<file path="config.mk">
export PLATFORM = sky130hd
export DESIGN_NAME = ntsc_cvbs_enc
export DESIGN_NICKNAME = d
export VERILOG_FILES = /design/src/rtl/ntsc_cvbs_enc_pkg.sv /design/src/rtl/ntsc_chroma_mod.sv /design/src/rtl/ntsc_cvbs_enc.sv
export SDC_FILE = /design/constraint.sdc
export NUM_CORES = 1
export LEC_CHECK = 0
export CAP_MARGIN = 30
export CORE_MARGIN = 3
export CORE_UTILIZATION = 27
export CTS_CLUSTER_DIAMETER = 50
export DETAILED_ROUTE_END_ITERATION = 12
export GPL_ROUTABILITY_DRIVEN = 1
export GPL_TIMING_DRIVEN = 0
export PLACE_DENSITY_LB_ADDON = 0.1
export SLEW_MARGIN = 40
export SYNTH_ARGS = -nofsm -noshare
export SYNTH_HDL_FRONTEND = slang
export SYNTH_SLANG_ARGS = --single-unit
</file>
<file path="constraint.sdc">
create_clock -name CK_i -period 5.85 [get_ports CK_i]
set_input_delay 0.8775 -clock CK_i [delete_from_list [all_inputs] [get_ports CK_i]]
set_output_delay 0.8775 -clock CK_i [all_outputs]
set_load 0.1 [all_outputs]
</file>
<file path="src/rtl/ntsc_cvbs_enc_pkg.sv">
// Shared NTSC levels, gains and stage bundles.
// Used by the timing generator and the CVBS encoder.
package ntsc_cvbs_enc_pkg;

  localparam int C_LVL_SYNC  = 16;
  localparam int C_LVL_BLANK = 240;
  localparam int C_LVL_BLACK = 282;
  localparam int C_Y_GAIN    = 606;
  localparam int C_U_GAIN    = 516;
  localparam int C_V_GAIN    = 728;
  localparam int C_BURST_AMP = 56;

  typedef struct packed {
    logic xsync;
    logic blank;
    logic burst;
  } tim_t;

  localparam tim_t TIM_RST = '{xsync: 1'b1, blank: 1'b1, burst: 1'b0};

  function automatic logic [9:0] clamp10(
    input logic signed [11:0] x
  );
    if (x < 0)
      return 10'd0;
    else if (x > 12'sd1023)
      return 10'd1023;
    else
      return x[9:0];
  endfunction

endpackage

</file>
<file path="src/rtl/ntsc_chroma_mod.sv">
// Subcarrier phase counter plus S1/S2 chroma and burst path.
// Ports: clk/rst_n/en/clr_n, kill, cb, cr in; signed c, b out.
module ntsc_chroma_mod
  import ntsc_cvbs_enc_pkg::*;
(
  input  logic               clk,
  input  logic               rst_n,
  input  logic               en,
  input  logic               clr_n,
  input  logic               kill,
  input  logic [7:0]         cb,
  input  logic [7:0]         cr,
  output logic signed [11:0] c,
  output logic signed [11:0] b
);

  logic [1:0]        ph;
  logic [1:0]        ph1;
  logic              kill1;
  logic signed [8:0] u1;
  logic signed [8:0] v1;

  logic signed [19:0] up;
  logic signed [19:0] vp;
  logic signed [11:0] us;
  logic signed [11:0] vs;
  logic signed [11:0] c_nx;
  logic signed [11:0] b_nx;

  always_ff @(posedge clk or negedge rst_n) begin
    if (!rst_n) begin
      ph    <= '0;
      ph1   <= '0;
      kill1 <= 1'b0;
      u1    <= '0;
      v1    <= '0;
      c     <= '0;
      b     <= '0;
    end else if (en) begin
      ph    <= clr_n ? ph + 2'd1 : 2'd0;
      ph1   <= ph;
      kill1 <= kill;
      u1    <= $signed({1'b0, cb}) - 9'sd128;
      v1    <= $signed({1'b0, cr}) - 9'sd128;
      c     <= c_nx;
      b     <= b_nx;
    end
  end

  // Top bits of the product give the floor of >>>8.
  assign up = $signed({{11{u1[8]}}, u1}) * 20'(C_U_GAIN);
  assign vp = $signed({{11{v1[8]}}, v1}) * 20'(C_V_GAIN);
  assign us = up[19:8];
  assign vs = vp[19:8];

  always_comb begin
    c_nx = '0;
    b_nx = '0;
    if (!kill1) begin
      unique case (ph1)
        2'd0: begin
          c_nx = us;
          b_nx = -12'(C_BURST_AMP);
        end
        2'd1: c_nx = vs;
        2'd2: begin
          c_nx = -us;
          b_nx = 12'(C_BURST_AMP);
        end
        default: c_nx = -vs;
      endcase
    end
  end

endmodule

</file>
<file path="src/rtl/ntsc_cvbs_enc.sv">
// NTSC composite encoder: sync, blank, burst, luma + QAM chroma.
// Ports: CK_i, XAR_i, XR_i, CK_EE_i, TG timing, Y/CB/CR in; CVBS_o, SYNC_o.
module ntsc_cvbs_enc
  import ntsc_cvbs_enc_pkg::*;
(
  input  logic       CK_i,
  input  logic       XAR_i,
  input  logic       XR_i,
  input  logic       CK_EE_i,
  input  logic       XSYNC_i,
  input  logic       BLANK_i,
  input  logic       BURST_i,
  input  logic       COLOR_KILL_i,
  input  logic [7:0] Y_i,
  input  logic [7:0] CB_i,
  input  logic [7:0] CR_i,
  output logic [9:0] CVBS_o,
  output logic       SYNC_o
);

  tim_t              tim1;
  tim_t              tim2;
  logic [7:0]        yo1;
  logic [7:0]        yo_nx;
  logic [17:0]       yp;
  logic signed [11:0] yl2;
  logic signed [11:0] yl_nx;
  logic signed [11:0] c2;
  logic signed [11:0] b2;
  logic signed [11:0] sum;

  ntsc_chroma_mod u_chroma (
    .clk   (CK_i),
    .rst_n (XAR_i),
    .en    (CK_EE_i),
    .clr_n (XR_i),
    .kill  (COLOR_KILL_i),
    .cb    (CB_i),
    .cr    (CR_i),
    .c     (c2),
    .b     (b2)
  );

  always_comb begin
    yo_nx = '0;
    if (Y_i > 8'd235)
      yo_nx = 8'd219;
    else if (Y_i >= 8'd16)
      yo_nx = Y_i - 8'd16;
  end

  assign yp    = 18'(yo1) * 18'(C_Y_GAIN);
  assign yl_nx = 12'(C_LVL_BLACK) + 12'(yp[17:8]);

  always_comb begin
    sum = yl2 + c2;
    if (!tim2.xsync)
      sum = 12'(C_LVL_SYNC);
    else if (tim2.blank && tim2.burst)
      sum = 12'(C_LVL_BLANK) + b2;
    else if (tim2.blank)
      sum = 12'(C_LVL_BLANK);
  end

  always_ff @(posedge CK_i or negedge XAR_i) begin
    if (!XAR_i) begin
      tim1   <= TIM_RST;
      tim2   <= TIM_RST;
      yo1    <= '0;
      yl2    <= '0;
      CVBS_o <= 10'(C_LVL_BLANK);
      SYNC_o <= 1'b1;
    end else if (CK_EE_i) begin
      tim1   <= '{xsync: XSYNC_i, blank: BLANK_i,
                  burst: BURST_i};
      tim2   <= tim1;
      yo1    <= yo_nx;
      yl2    <= yl_nx;
      CVBS_o <= clamp10(sum);
      SYNC_o <= tim2.xsync;
    end
  end

endmodule

</file>
==> results_tabular.tex <==
\begin{tabular}{lr}
\hline
Metric & Value \\
\hline
\multicolumn{2}{l}{\textbf{Status}} \\
Outcome & completed \\
\multicolumn{2}{l}{\textbf{Drt}} \\
Average via count per standard cell & around 4.8 \\
Detailed-route DRC error count & 0 \\
DRC violation total after the first TritonRoute iteration & 209 \\
Total number of vias & between 5k and 6k \\
Detailed-router iteration count before antenna repair & 4 \\
WL per Instance & between 15 and 20 µm \\
Total routed wirelength & $\sim$19000 µm \\
Antenna-violating nets left & 0 \\
\multicolumn{2}{l}{\textbf{Yosys}} \\
Synth Instances & slightly above 800 \\
Sequential area share after synthesis & approximately 24\% \\
Yosys reg bits & between 70 and 80 \\
Net count after synthesis & approximately 990 \\
EDFF count, synth & 0 \\
Yosys warning total & 0 \\
Netlist Area Pre-Place & 7400 µm² \\
Async set-or-reset flop fraction in the synthesized netlist & between 90\% and 100\% \\
Average footprint of a synthesized cell & around 9.2 µm² \\
Dominant synthesized flop cell & dfrtp\_1 \\
Count of unique library cells instantiated by Yosys & around 70 \\
\multicolumn{2}{l}{\textbf{Final layout}} \\
Ant. Diodes & 0 \\
Total Nets Final & $\sim$1.0k \\
Most common library cell in the layout ignoring fill and taps & inv\_1 \\
Final standard cell area without fillers & 8510 µm² \\
Area growth from synthesis to layout & 15.0\% \\
Commonest non-fill, non-tap cells in the layout & inv\_1 (127), ha\_1 (113), dfrtp\_1 (63), nor2\_1 (49), o21ai\_0 (46) \\
FILL cells & between 2k and 3k \\
Share of final-layout standard cells stronger than drive strength 1 & a little under a tenth \\
\multicolumn{2}{l}{\textbf{Setup path}} \\
Cell mode on critical path & inv\_1 \\
Critical R2R Launch & u\_chroma.v1[6] \\
Cell chain of the critical path & inv\_1 -> ha\_1 -> inv\_1 -> ha\_1 -> fa\_1 -> inv\_1 -> fa\_1 -> inv\_1 -> ha\_1 -> nor3\_1 -> a211o\_1 -> a31oi\_1 -> xnor2\_1 -> or4b\_4 -> or4\_4 -> or4\_1 -> a41o\_1 \\
CP max stage cell & dfrtp\_1 \\
Path depth of the worst reg2reg path & 17 \\
Critical path's largest stage delay & 580 ps \\
Source of the critical timing path & u\_chroma.v1[6] \\
Crit path required time & slightly above 6000 ps \\
Kind of start point of the critical path & register \\
Setup CP Type & register to register \\
Critical Path Sink & u\_chroma.c[11] \\
Sort of element at the end of the critical path & register \\
Critical path data arrival time & about 5700 ps \\
Worst Path Max Fanout & 8 \\
Endpoint of the most critical register-to-register path & u\_chroma.c[11] \\
Worst reg2reg setup slack & 360 ps \\
\multicolumn{2}{l}{\textbf{Timing}} \\
Final Hold Violating Endpoints & 0 \\
Setup repair after global routing missed its margin & false \\
Final setup violation count & 0 \\
Tmin final & $\sim$5500 ps \\
Post-Route Skew & between 7 and 8 ps \\
Setup WS post-layout & $\sim$360 ps \\
Number of pins exceeding their max-slew limit in the final report & 0 \\
Final sum of negative setup slack & 0 ps \\
Final worst path period share & a little over nine tenths \\
Fmax & $\sim$0.18 GHz \\
Worst slew margin relative to its limit & between 40\% and 50\% \\
Pin slew with the least headroom to its limit & roughly 750 ps \\
\multicolumn{2}{l}{\textbf{Placement}} \\
Final weighted congestion of routability-driven global placement & about 0.77 \\
Pre-CTS setup slack & between 300 and 400 ps \\
Post-placement cell area & between 8000 and 9000 µm² \\
Post-DP HPWL & $\sim$15000 µm \\
IO buf count & 42 \\
\multicolumn{2}{l}{\textbf{Hold path}} \\
Min-delay worst type & primary input to asynchronous set/reset pin \\
\multicolumn{2}{l}{\textbf{Clock tree}} \\
Root buf cell & clkbuf\_16 \\
Clk Latency, worst-skew pair & roughly 340 ps \\
Number of setup buffers added after CTS & 0 \\
Number of buffers inserted for hold repair after clock tree synthesis & 0 \\
H-tree levels & 3 \\
Clock slew at the register clock pins of the worst setup and hold paths & about 70 ps \\
Number of CTS-inserted buffers & 9 \\
Clock tree from TritonCTS & done \\
Number of resized instances in the post-cts repair step & 0 \\
Maximum clock insertion buffer count & 2 \\
Sink Count & $\sim$70 \\
\multicolumn{2}{l}{\textbf{GRT}} \\
Largest net degree at the start of global routing & 43 \\
Via count of the first global-routing pass & between 6k and 7k \\
All-Layer GR Usage & between 10 and 15\% \\
Total congestion overflow & 0 \\
Wire length of the first global-routing pass & roughly 32000 µm \\
Initial antenna violation count & 0 \\
\multicolumn{2}{l}{\textbf{Floorplan}} \\
Die Span Y & 172 µm \\
Initial core utilization & between 20\% and 30\% \\
Core Rows & 59 \\
Die width & 172 µm \\
Die outline area & 29400 µm² \\
Top-level I/O count & 43 \\
Core outline area & between 20000 and 30000 µm² \\
\multicolumn{2}{l}{\textbf{Job}} \\
Max capacitance violation total & 0 \\
\hline
\end{tabular}
## Yosys cell counts, drive strengths merged, types with 10 or more instances
cell type  count  area share (%)
nor2b         12             1.0
nor2          49             2.5
dfrtp         63              21
a31oi         11             1.0
xor2          19             2.2
clkbuf        18            0.91
o221ai        10             1.5
o21ai         46             3.1
mux2          25             3.8
nand2         41             2.1
nor3          14            0.95
a21oi         27             1.8
fa            36             9.7
inv          127             6.4
nand3         18             1.2
o22ai         12             1.0
ha           113              19
xnor2         30             3.6
## critical path: cells and delay by family (launching register included)
family	cells	cell delay, ps
adders and majority gates	5	2050
xor gates and xnor gates	1	190
DFF	1	580
AOI/OAI and AO/OA	3	730
and+or+nand+nor	4	1540
buffers and inverters	4	310
## registers in the layout (all words and copies together) (netlist names)
| signal | count |
|---|---|
| u_chroma.ph1 | 2 |
| SYNC_o | 1 |
| u_chroma.v1 | 8 |
| tim2 | 3 |
| u_chroma.u1 | 8 |
| u_chroma.c | 12 |
| u_chroma.ph | 2 |
| yo1 | 8 |
| yl2 | 11 |
| u_chroma.b | 3 |
| u_chroma.kill1 | 1 |
| tim1 | 3 |
| CVBS_o | 10 |
## per-layer routing
metal	GRT usage [%]	vias up	wire [µm]
met1	18.0	2771	9270
met2	23.8	44	9220
li1	-	2910	-
met5	0	-	0
met3	1.52	21	289
met4	3.88	0	302
## area by class of cell
cell class,instances,area (µm²),share of cell area [%]
well taps,335,419,4.93
multi-input cells,585,5010,58.9
repair buffers,43,387,4.54
clock inverters,7,72.6,0.853
inverters,128,480,5.65
flip-flops and latches,72,1810,21.3
plain buffers,22,101,1.19
clock buffers,9,225,2.65
## kinds of logic (layout without fill, tap and decap cells)
family | after synthesis | in the layout | synth area share (%)
muxes | 29 | 29 | 4.34
buffers and inverters | 150 | 209 | 7.81
and+or+nand+nor | 177 | 177 | 11.9
DFF | 72 | 72 | 24.5
adders and majority gates | 149 | 149 | 28.8
xor gates and xnor gates | 49 | 49 | 5.80
AOI/OAI and AO/OA | 181 | 181 | 16.8
## metrics by stage
stage	util (%)	instances	hold slack [ps]
detailed placement	31.0	1185	467
global placement	31.1	1184	486
global route	32.1	1201	465
CTS	32.1	1201	468
floorplan	-	807	450
finish	32.1	1201	458
## worst min-delay path by stage
stage,from,endpoint,cells past startpoint
finish,XAR_i,CVBS_o[8],1
global route,XAR_i,CVBS_o[8],1
global placement,u_chroma.ph[1],u_chroma.ph1[1],2
detailed placement,u_chroma.ph[1],u_chroma.ph1[1],2
CTS,XAR_i,CVBS_o[8],1
floorplan,u_chroma.ph[1],u_chroma.ph1[1],2
Power is not shown: default switching activity piles up to over one toggle a cycle in this logic, so the estimate is an artifact.
